## src/rtl/prog_counter_pkg.sv

```systemverilog
// Shared definitions for the programmable counter: counting modes and the
// per-edge action priority (clear > load > tick).
package prog_counter_pkg;

  // Run-time counting mode, encoded as driven on the mode pin.
  typedef enum logic [1:0] {
    MODE_FREE     = 2'd0,
    MODE_MOD      = 2'd1,
    MODE_ONESHOT  = 2'd2,
    MODE_PINGPONG = 2'd3
  } mode_e;

  // Action taken on an edge, listed from highest to lowest priority.
  typedef enum logic [1:0] {
    PRIO_CLEAR = 2'd0,
    PRIO_LOAD  = 2'd1,
    PRIO_TICK  = 2'd2,
    PRIO_IDLE  = 2'd3
  } prio_e;

endpackage

```

## src/rtl/prog_counter_prescaler.sv

```systemverilog
// Tick divider: one tick per (prescale+1) enabled cycles; restart zeroes it.
// Only built when PROG_COUNTER_PRESCALE_EN is defined.
// Ports: clk, rst_n (async, active-low), en, restart, prescale -> tick.
`ifdef PROG_COUNTER_PRESCALE_EN
module prog_counter_prescaler #(
  parameter int unsigned PRESCALE_W = 4
) (
  input  logic                  clk,
  input  logic                  rst_n,
  input  logic                  en,
  input  logic                  restart,
  input  logic [PRESCALE_W-1:0] prescale,
  output logic                  tick
);

  logic [PRESCALE_W-1:0] pre_q, pre_d;

  assign tick = en && (pre_q == prescale);

  // Next prescaler phase; restart takes effect even when disabled.
  always_comb begin
    pre_d = pre_q;
    if (restart) begin
      pre_d = '0;
    end else if (en) begin
      pre_d = (pre_q == prescale) ? '0 : pre_q + PRESCALE_W'(1);
    end
  end

  always_ff @(posedge clk or negedge rst_n) begin
    if (!rst_n) pre_q <= '0;
    else        pre_q <= pre_d;
  end

endmodule
`endif

```

## src/rtl/prog_counter_gen.sv

```systemverilog
// Parametrised programmable counter with FREE / MOD / ONESHOT / PINGPONG modes.
// Optional prescaler enabled by macro PROG_COUNTER_PRESCALE_EN; otherwise
// every enabled cycle is a tick and the prescale port is unused.
// Ports: clk, rst_n (async, active-low), en, clear, load, load_val, up, mode,
//        limit, prescale -> count, tc_pulse, loaded_pulse, done, dir.
module prog_counter_gen
  import prog_counter_pkg::*;
#(
  parameter int unsigned WIDTH      = 8,
  parameter int unsigned PRESCALE_W = 4
) (
  input  logic                  clk,
  input  logic                  rst_n,
  input  logic                  en,
  input  logic                  clear,
  input  logic                  load,
  input  logic [WIDTH-1:0]      load_val,
  input  logic                  up,
  input  logic [1:0]            mode,
  input  logic [WIDTH-1:0]      limit,
  input  logic [PRESCALE_W-1:0] prescale,
  output logic [WIDTH-1:0]      count,
  output logic                  tc_pulse,
  output logic                  loaded_pulse,
  output logic                  done,
  output logic                  dir
);

  localparam logic [WIDTH-1:0] CNT_MAX = '1;
  localparam logic [WIDTH-1:0] CNT_ONE = WIDTH'(1);

  logic [WIDTH-1:0] count_q, count_d;
  logic             tc_q, tc_d;
  logic             ld_q, ld_d;
  logic             done_q, done_d;
  logic             dir_q, dir_d;
  logic             tick;
  logic             wrap;
  mode_e            mode_s;
  prio_e            act;

  assign mode_s = mode_e'(mode);

`ifdef PROG_COUNTER_PRESCALE_EN
  prog_counter_prescaler #(
    .PRESCALE_W (PRESCALE_W)
  ) u_prescaler (
    .clk      (clk),
    .rst_n    (rst_n),
    .en       (en),
    .restart  (clear | load),
    .prescale (prescale),
    .tick     (tick)
  );
`else
  logic _unused;
  assign _unused = ^prescale;
  assign tick    = en;
`endif

  // Resolve the single action for this edge.
  always_comb begin
    if (clear)     act = PRIO_CLEAR;
    else if (load) act = PRIO_LOAD;
    else if (tick) act = PRIO_TICK;
    else           act = PRIO_IDLE;
  end

  // Next-state for count, flags and the ping-pong direction.
  always_comb begin
    count_d = count_q;
    tc_d    = 1'b0;
    ld_d    = 1'b0;
    done_d  = done_q;
    dir_d   = dir_q;
    wrap    = up ? (count_q >= limit) : (count_q == '0);

    // done only survives in ONESHOT; direction only latches in PINGPONG.
    if (mode_s != MODE_ONESHOT)  done_d = 1'b0;
    if (mode_s != MODE_PINGPONG) dir_d  = up;

    unique case (act)
      PRIO_CLEAR: begin
        count_d = '0;
        done_d  = 1'b0;
        dir_d   = up;
      end
      PRIO_LOAD: begin
        count_d = load_val;
        done_d  = 1'b0;
        dir_d   = up;
        ld_d    = 1'b1;
      end
      PRIO_TICK: begin
        unique case (mode_s)
          MODE_FREE: begin
            count_d = up ? count_q + CNT_ONE : count_q - CNT_ONE;
            tc_d    = up ? (count_q == CNT_MAX) : (count_q == '0);
          end
          MODE_MOD: begin
            if (wrap) begin
              count_d = up ? '0 : limit;
              tc_d    = 1'b1;
            end else begin
              count_d = up ? count_q + CNT_ONE : count_q - CNT_ONE;
            end
          end
          MODE_ONESHOT: begin
            // Where MOD would wrap, hold and finish; ignore ticks once done.
            if (!done_q) begin
              if (wrap) begin
                done_d = 1'b1;
                tc_d   = 1'b1;
              end else begin
                count_d = up ? count_q + CNT_ONE : count_q - CNT_ONE;
              end
            end
          end
          MODE_PINGPONG: begin
            // A zero-length range pins the count at 0 with a tc every tick.
            if ((limit == '0) && (count_q == '0)) begin
              tc_d = 1'b1;
            end else if (dir_q) begin
              if (count_q >= limit) begin
                count_d = count_q - CNT_ONE;
                dir_d   = 1'b0;
                tc_d    = 1'b1;
              end else begin
                count_d = count_q + CNT_ONE;
              end
            end else begin
              if (count_q == '0) begin
                count_d = CNT_ONE;
                dir_d   = 1'b1;
                tc_d    = 1'b1;
              end else begin
                count_d = count_q - CNT_ONE;
              end
            end
          end
          default: ;
        endcase
      end
      default: ;
    endcase
  end

  always_ff @(posedge clk or negedge rst_n) begin
    if (!rst_n) begin
      count_q <= '0;
      tc_q    <= 1'b0;
      ld_q    <= 1'b0;
      done_q  <= 1'b0;
      dir_q   <= 1'b1;
    end else begin
      count_q <= count_d;
      tc_q    <= tc_d;
      ld_q    <= ld_d;
      done_q  <= done_d;
      dir_q   <= dir_d;
    end
  end

  assign count        = count_q;
  assign tc_pulse     = tc_q;
  assign loaded_pulse = ld_q;
  assign done         = done_q;
  assign dir          = (mode_s == MODE_PINGPONG) ? dir_q : up;

endmodule
```

## config.mk

```make
export PLATFORM = sky130hd
export DESIGN_NAME = prog_counter_gen
export DESIGN_NICKNAME = d
export VERILOG_FILES = /design/src/rtl/prog_counter_pkg.sv /design/src/rtl/prog_counter_prescaler.sv /design/src/rtl/prog_counter_gen.sv
export SDC_FILE = /design/constraint.sdc
export NUM_CORES = 1
export LEC_CHECK = 0
export CAP_MARGIN = 20
export CORE_MARGIN = 2
export CORE_UTILIZATION = 30
export DETAILED_ROUTE_END_ITERATION = 7
export SYNTH_ARGS = -nofsm -noshare
export SYNTH_HDL_FRONTEND = slang
export SYNTH_HIERARCHICAL = 1
export SYNTH_SLANG_ARGS = --single-unit
```

## constraint.sdc

```tcl
create_clock -name clk -period 5.4 [get_ports clk]
set_input_delay 1.35 -clock clk [delete_from_list [all_inputs] [get_ports clk]]
set_output_delay 1.35 -clock clk [all_outputs]
set_load 0.02 [all_outputs]
```

* After elaboration in Yosys (flattened, before gate mapping)
Cells that the tools add are included. W data, S select, Z words.
Cells by class: add/sub/neg operators 2, $mul 0, div/mod/pow operators 0, $lt $le $gt $ge 1, eq/ne operators 11, shifts and indexed selects 0, mux-type cells 38, bitwise operators 0, reductions and logical operators 8
Operators with widths (number):
- $mux W8 | 9
- $pmux W8 S4 | 1
- $pmux W8 S3 | 1
- $mux W1 | 22
- $logic_not A8 Y1 | 2
- $ne A3 B3 Y1 const B | 3
- $add A8 B1 Y8 const B | 1
- $eq A8 B8 Y1 const B | 1
- $ge A8 B8 Y1 | 1
- $sub A8 B1 Y8 const B | 1
- $eq A2 B2 Y1 const B | 3
- $eq A2 B1 Y1 const B | 2
- $logic_not A2 Y1 | 2
- $mux W2 | 2
- $ne A2 B2 Y1 const B | 2
- $pmux W1 S2 | 2
- $pmux W1 S4 | 1
- $reduce_and A4 Y1 | 1
- $reduce_bool A3 Y1 | 1
- $reduce_or A2 Y1 | 1
- $logic_and A1 B1 Y1 | 1
Word-level totals: register bits 12, bits in latches 0, memory bits (writable) 0, ROM bits 0, input port bits 28, output and inout bits 12, word-level logic and storage cells 65, memories kept 0

* Depth between registers and ports, before layout
word-level depth 7, depth in mapped cells 10, gate-level depth less buffers 9

* Worst setup path after synthesis
OpenSTA, ideal clock, no wires.
path kind input-to-output, start point input mode[1], end point output dir, data arrival time 2.380 ns, required time 4.050 ns, path slack 1.670 ns, stages 4, buffers on the path 2, cells stage by stage clkbuf_1 > and2_1 > clkbuf_1 > o21ai_0
On the way: longest elaborated chain between the ends 2
Ends and longest elaborated chain:
- from (decl) | RTL line prog_counter_gen.sv:19 | input logic [1:0] mode,
- $eq A2 B2 Y1 | RTL line prog_counter_gen.sv:168 | assign dir = (mode_s == MODE_PINGPONG) ? dir_q : up;
- $mux W1 | RTL line prog_counter_gen.sv:168
- to (decl) | RTL line prog_counter_gen.sv:26 | output logic dir
Every way passes these cells.

* Worst setup path after layout
start point input mode[0], end point output dir
The elaborated chain is that of the path after synthesis.

==> flow_summary.yaml <==
worst_setup_path:
  path_cells: "clkdlybuf4s50_1 > and2_1 > buf_4 > o21ai_0 > clkdlybuf4s50_1"
  cpMostUsedCell: "clkdlybuf4s50_1"
  r2r_slack_ps: 2350
  cp.required_ps: 4050
  cp-end-kind: "primary output"
  worstPathArrival_ps: 3080
  slowest_stage: "clkdlybuf4s50_1"
  critical_path_class: "in -> out"
  crit_buf_inv: 3
  critical-path-top-delay-family: "buffers and inverters"
  path_max_fanout: 9
  startpoint_type: "input port"
  max_stage_delay_ps: 640
synthesis:
  postSynthAreaPerCell_um2: 7.92
  netlist_instances: 239
  yosysWarnings: 6
  synth_top_area_share_pct: 14.6
  yosysSeqAreaShare_pct: 15.9
  synth_nets: 278
  synth_edf_count: 0
  synth_seq_cells: 12
  synth_top_flop_cell: "dfrtp_1"
  async_flop_share_pct: 100
  netlist_area_mm2: 0.00189
  yosys.area.top_type: "dfrtp_1"
  ys_types: 65
  netlist_top_cells_area: "dfrtp_1, ha_1, a21oi_1"
routing:
  wirelength_um: 6160
  vias: 1997
  wl_per_cell_um: 18.1
  drt_iter0_markers: 168
  final_antenna_net_count: 0
  drc: 0
  vias_per_cell: 5.86
  first_pass_iters: 4
clock_tree:
  cts_hold_buf: 0
  clkSinkCount: 12
  postCtsSetupBuffers: 0
  post_cts_resized: 0
  cts.clk_slew.worst_paths_ps: 60
  cts_htree_levels: 1
  cts_max_path_buffers: 2
  cts-buffers-inserted: 3
  cts_tree: "yes"
  clk_root_buffer_cell: "clkbuf_8"
  clk_latency_ps: 250
power_and_ir_drop:
  p_clk_share_pct: 20.1
  p_per_area_mw_per_mm2: 193
  ir_worst_vdd_uv: 109
  swShare_pct: 43.5
  p_switching_w: 0.000196
  intPower_w: 0.000255
  power_frac_comb_pct: 52.0
  power.leakage_nw: 0.952
  p_seq_share_pct: 28.0
finish:
  stdcell_count: 341
  finalInstanceArea_mm2: 0.00234
  fin_nets: 306
  syn2layout_area_growth_pct: 23.5
  antenna_cells: 0
  fill_cells: 639
  drive_gt1_share_pct: 12.8
  seq_area_um2: 302
  final_common_cell: "clkdlybuf4s50_1"
  layout_common_cells: "clkdlybuf4s50_1, nand2_1, a21oi_1"
  multiInputGateArea_mm2: 0.00145
  final_core_util_pct: 39.0
sta:
  worst_slew_margin_rel_pct: 51.0
  finClkSkew_ps: 7.48
  worst_slew_pin_slew_ps: 735
  setup-violations-final: 0
  max_freq_mhz: 226
  finalCritPeriodShare_pct: 82.0
  tns_ps: 0
  rsz0062_at_grt: "false"
  fin_crit_ps: 4430
  slew_viol_final: 0
  hold_ws_ps: 688
  hold_viol: 0
placed_design:
  port_buffers: 35
  dpl.hpwl_um: 4630
  post-place-cells: 337
  place_congestion: 0.917
  placed_area_mm2: 0.00229
die:
  core_area_mm2: 0.00599
  rows: 28
  die-area_mm2: 0.00696
  fp.dieW_um: 83.4
  die_y_um: 83.4
  ioPinCount: 40
  start_util_pct: 31.6
job:
  drv_cap: 0
global_route:
  gr-total-overflow: 0
  grt_pass1_vias: 1919
  grt_start_max_net_pins: 23
  grt_pass1_wl_um: 10100
  antenna_found_initial: 0
  grt_util_all_layers_pct: 17.8
run_status:
  status: "finished clean"
min_path:
  min_path_type: "reg -> reg"
[worst reg2reg max path: stages (launching register included)]
cell      delay [ps]
dfrtp_1          670
ha_1             340
o21a_1           170
o21ai_0          310
o211ai_2         220
a31o_4           350
o31a_1           530
a22oi_2          230
o31ai_2           90
[final timing paths]
check | start | to | cells past startpoint
setup / recovery | mode[0] | dir | 5
hold / removal | done$_DFF_PN0_ | done$_DFF_PN0_ | 2
setup reg to reg | count[2]$_DFFE_PN0P_ | count[4]$_DFFE_PN0P_ | 8
hold reg to reg | done$_DFF_PN0_ | done$_DFF_PN0_ | 2
max in group asynchronous | rst_n | count[1]$_DFFE_PN0P_ | 1
min in group asynchronous | rst_n | count[6]$_DFFE_PN0P_ | 1
[power by group through the flow]
stage               logic, W  clock network (W)  registers, W
detailed placement  0.000232                  0      0.000128
finish              0.000234          0.0000905      0.000126
global placement    0.000230                  0      0.000127
CTS                 0.000233          0.0000941      0.000126
floorplan           0.000170                  0      0.000116
global route        0.000256          0.0000993      0.000129
[synthesized netlist by cell type (4+ instances only)]
library cell  number
nand2_1           21
a21oi_1           20
nor2_1            14
dfrtp_1           11
ha_1              11
inv_1             11
clkbuf_1           9
o21ai_0            8
nand3_1            7
o211ai_1           6
xor2_1             6
a211oi_1           5
buf_2              5
mux2i_1            5
nand4_1            5
and2_1             4
nor3_1             4
xnor2_1            4
[cells by family (layout without fill, tap and decap cells)]
logic type	Yosys count	after routing	synth area share, %
adders and majority gates	11	11	7.28
and+or+nand+nor	83	83	25.7
buffers and inverters	31	58	7.67
xor gates and xnor gates	10	10	4.63
muxes	8	8	4.43
DFF	12	12	15.9
AOI/OAI and AO/OA	84	84	34.4
[sequential cells by signal, indices dropped and copies added (netlist names)]
signal        flops
count             8
dir_q             1
done              1
loaded_pulse      1
tc_pulse          1
[per-stage QoR]
| step | power [W] | setup slack, ps |
|---|---|---|
| 2_1_floorplan | 0.000286 | 1670 |
| 3_3_place_gp | 0.000357 | 934 |
| 3_5_place_dp | 0.000360 | 992 |
| 4_1_cts | 0.000453 | 966 |
| 5_1_grt | 0.000484 | 860 |
| 6_report | 0.000451 | 971 |
[metal layers]
layer | wire length, um | track usage, %
met5 | 0 | 0
met4 | 164 | 6.74
met3 | 422 | 3.78
met2 | 2880 | 27.9
met1 | 2690 | 23.9
[layout make-up]
cell class / count / share of cell area (%)
inverter: 11 / 1.77
timing repair buffer: 43 / 17.6
tap: 75 / 4.01
clock buffer: 4 / 1.93
multi-input combinational: 196 / 61.8
sequential: 12 / 12.9
No activity file was read; power rests on OpenSTA's default activity.
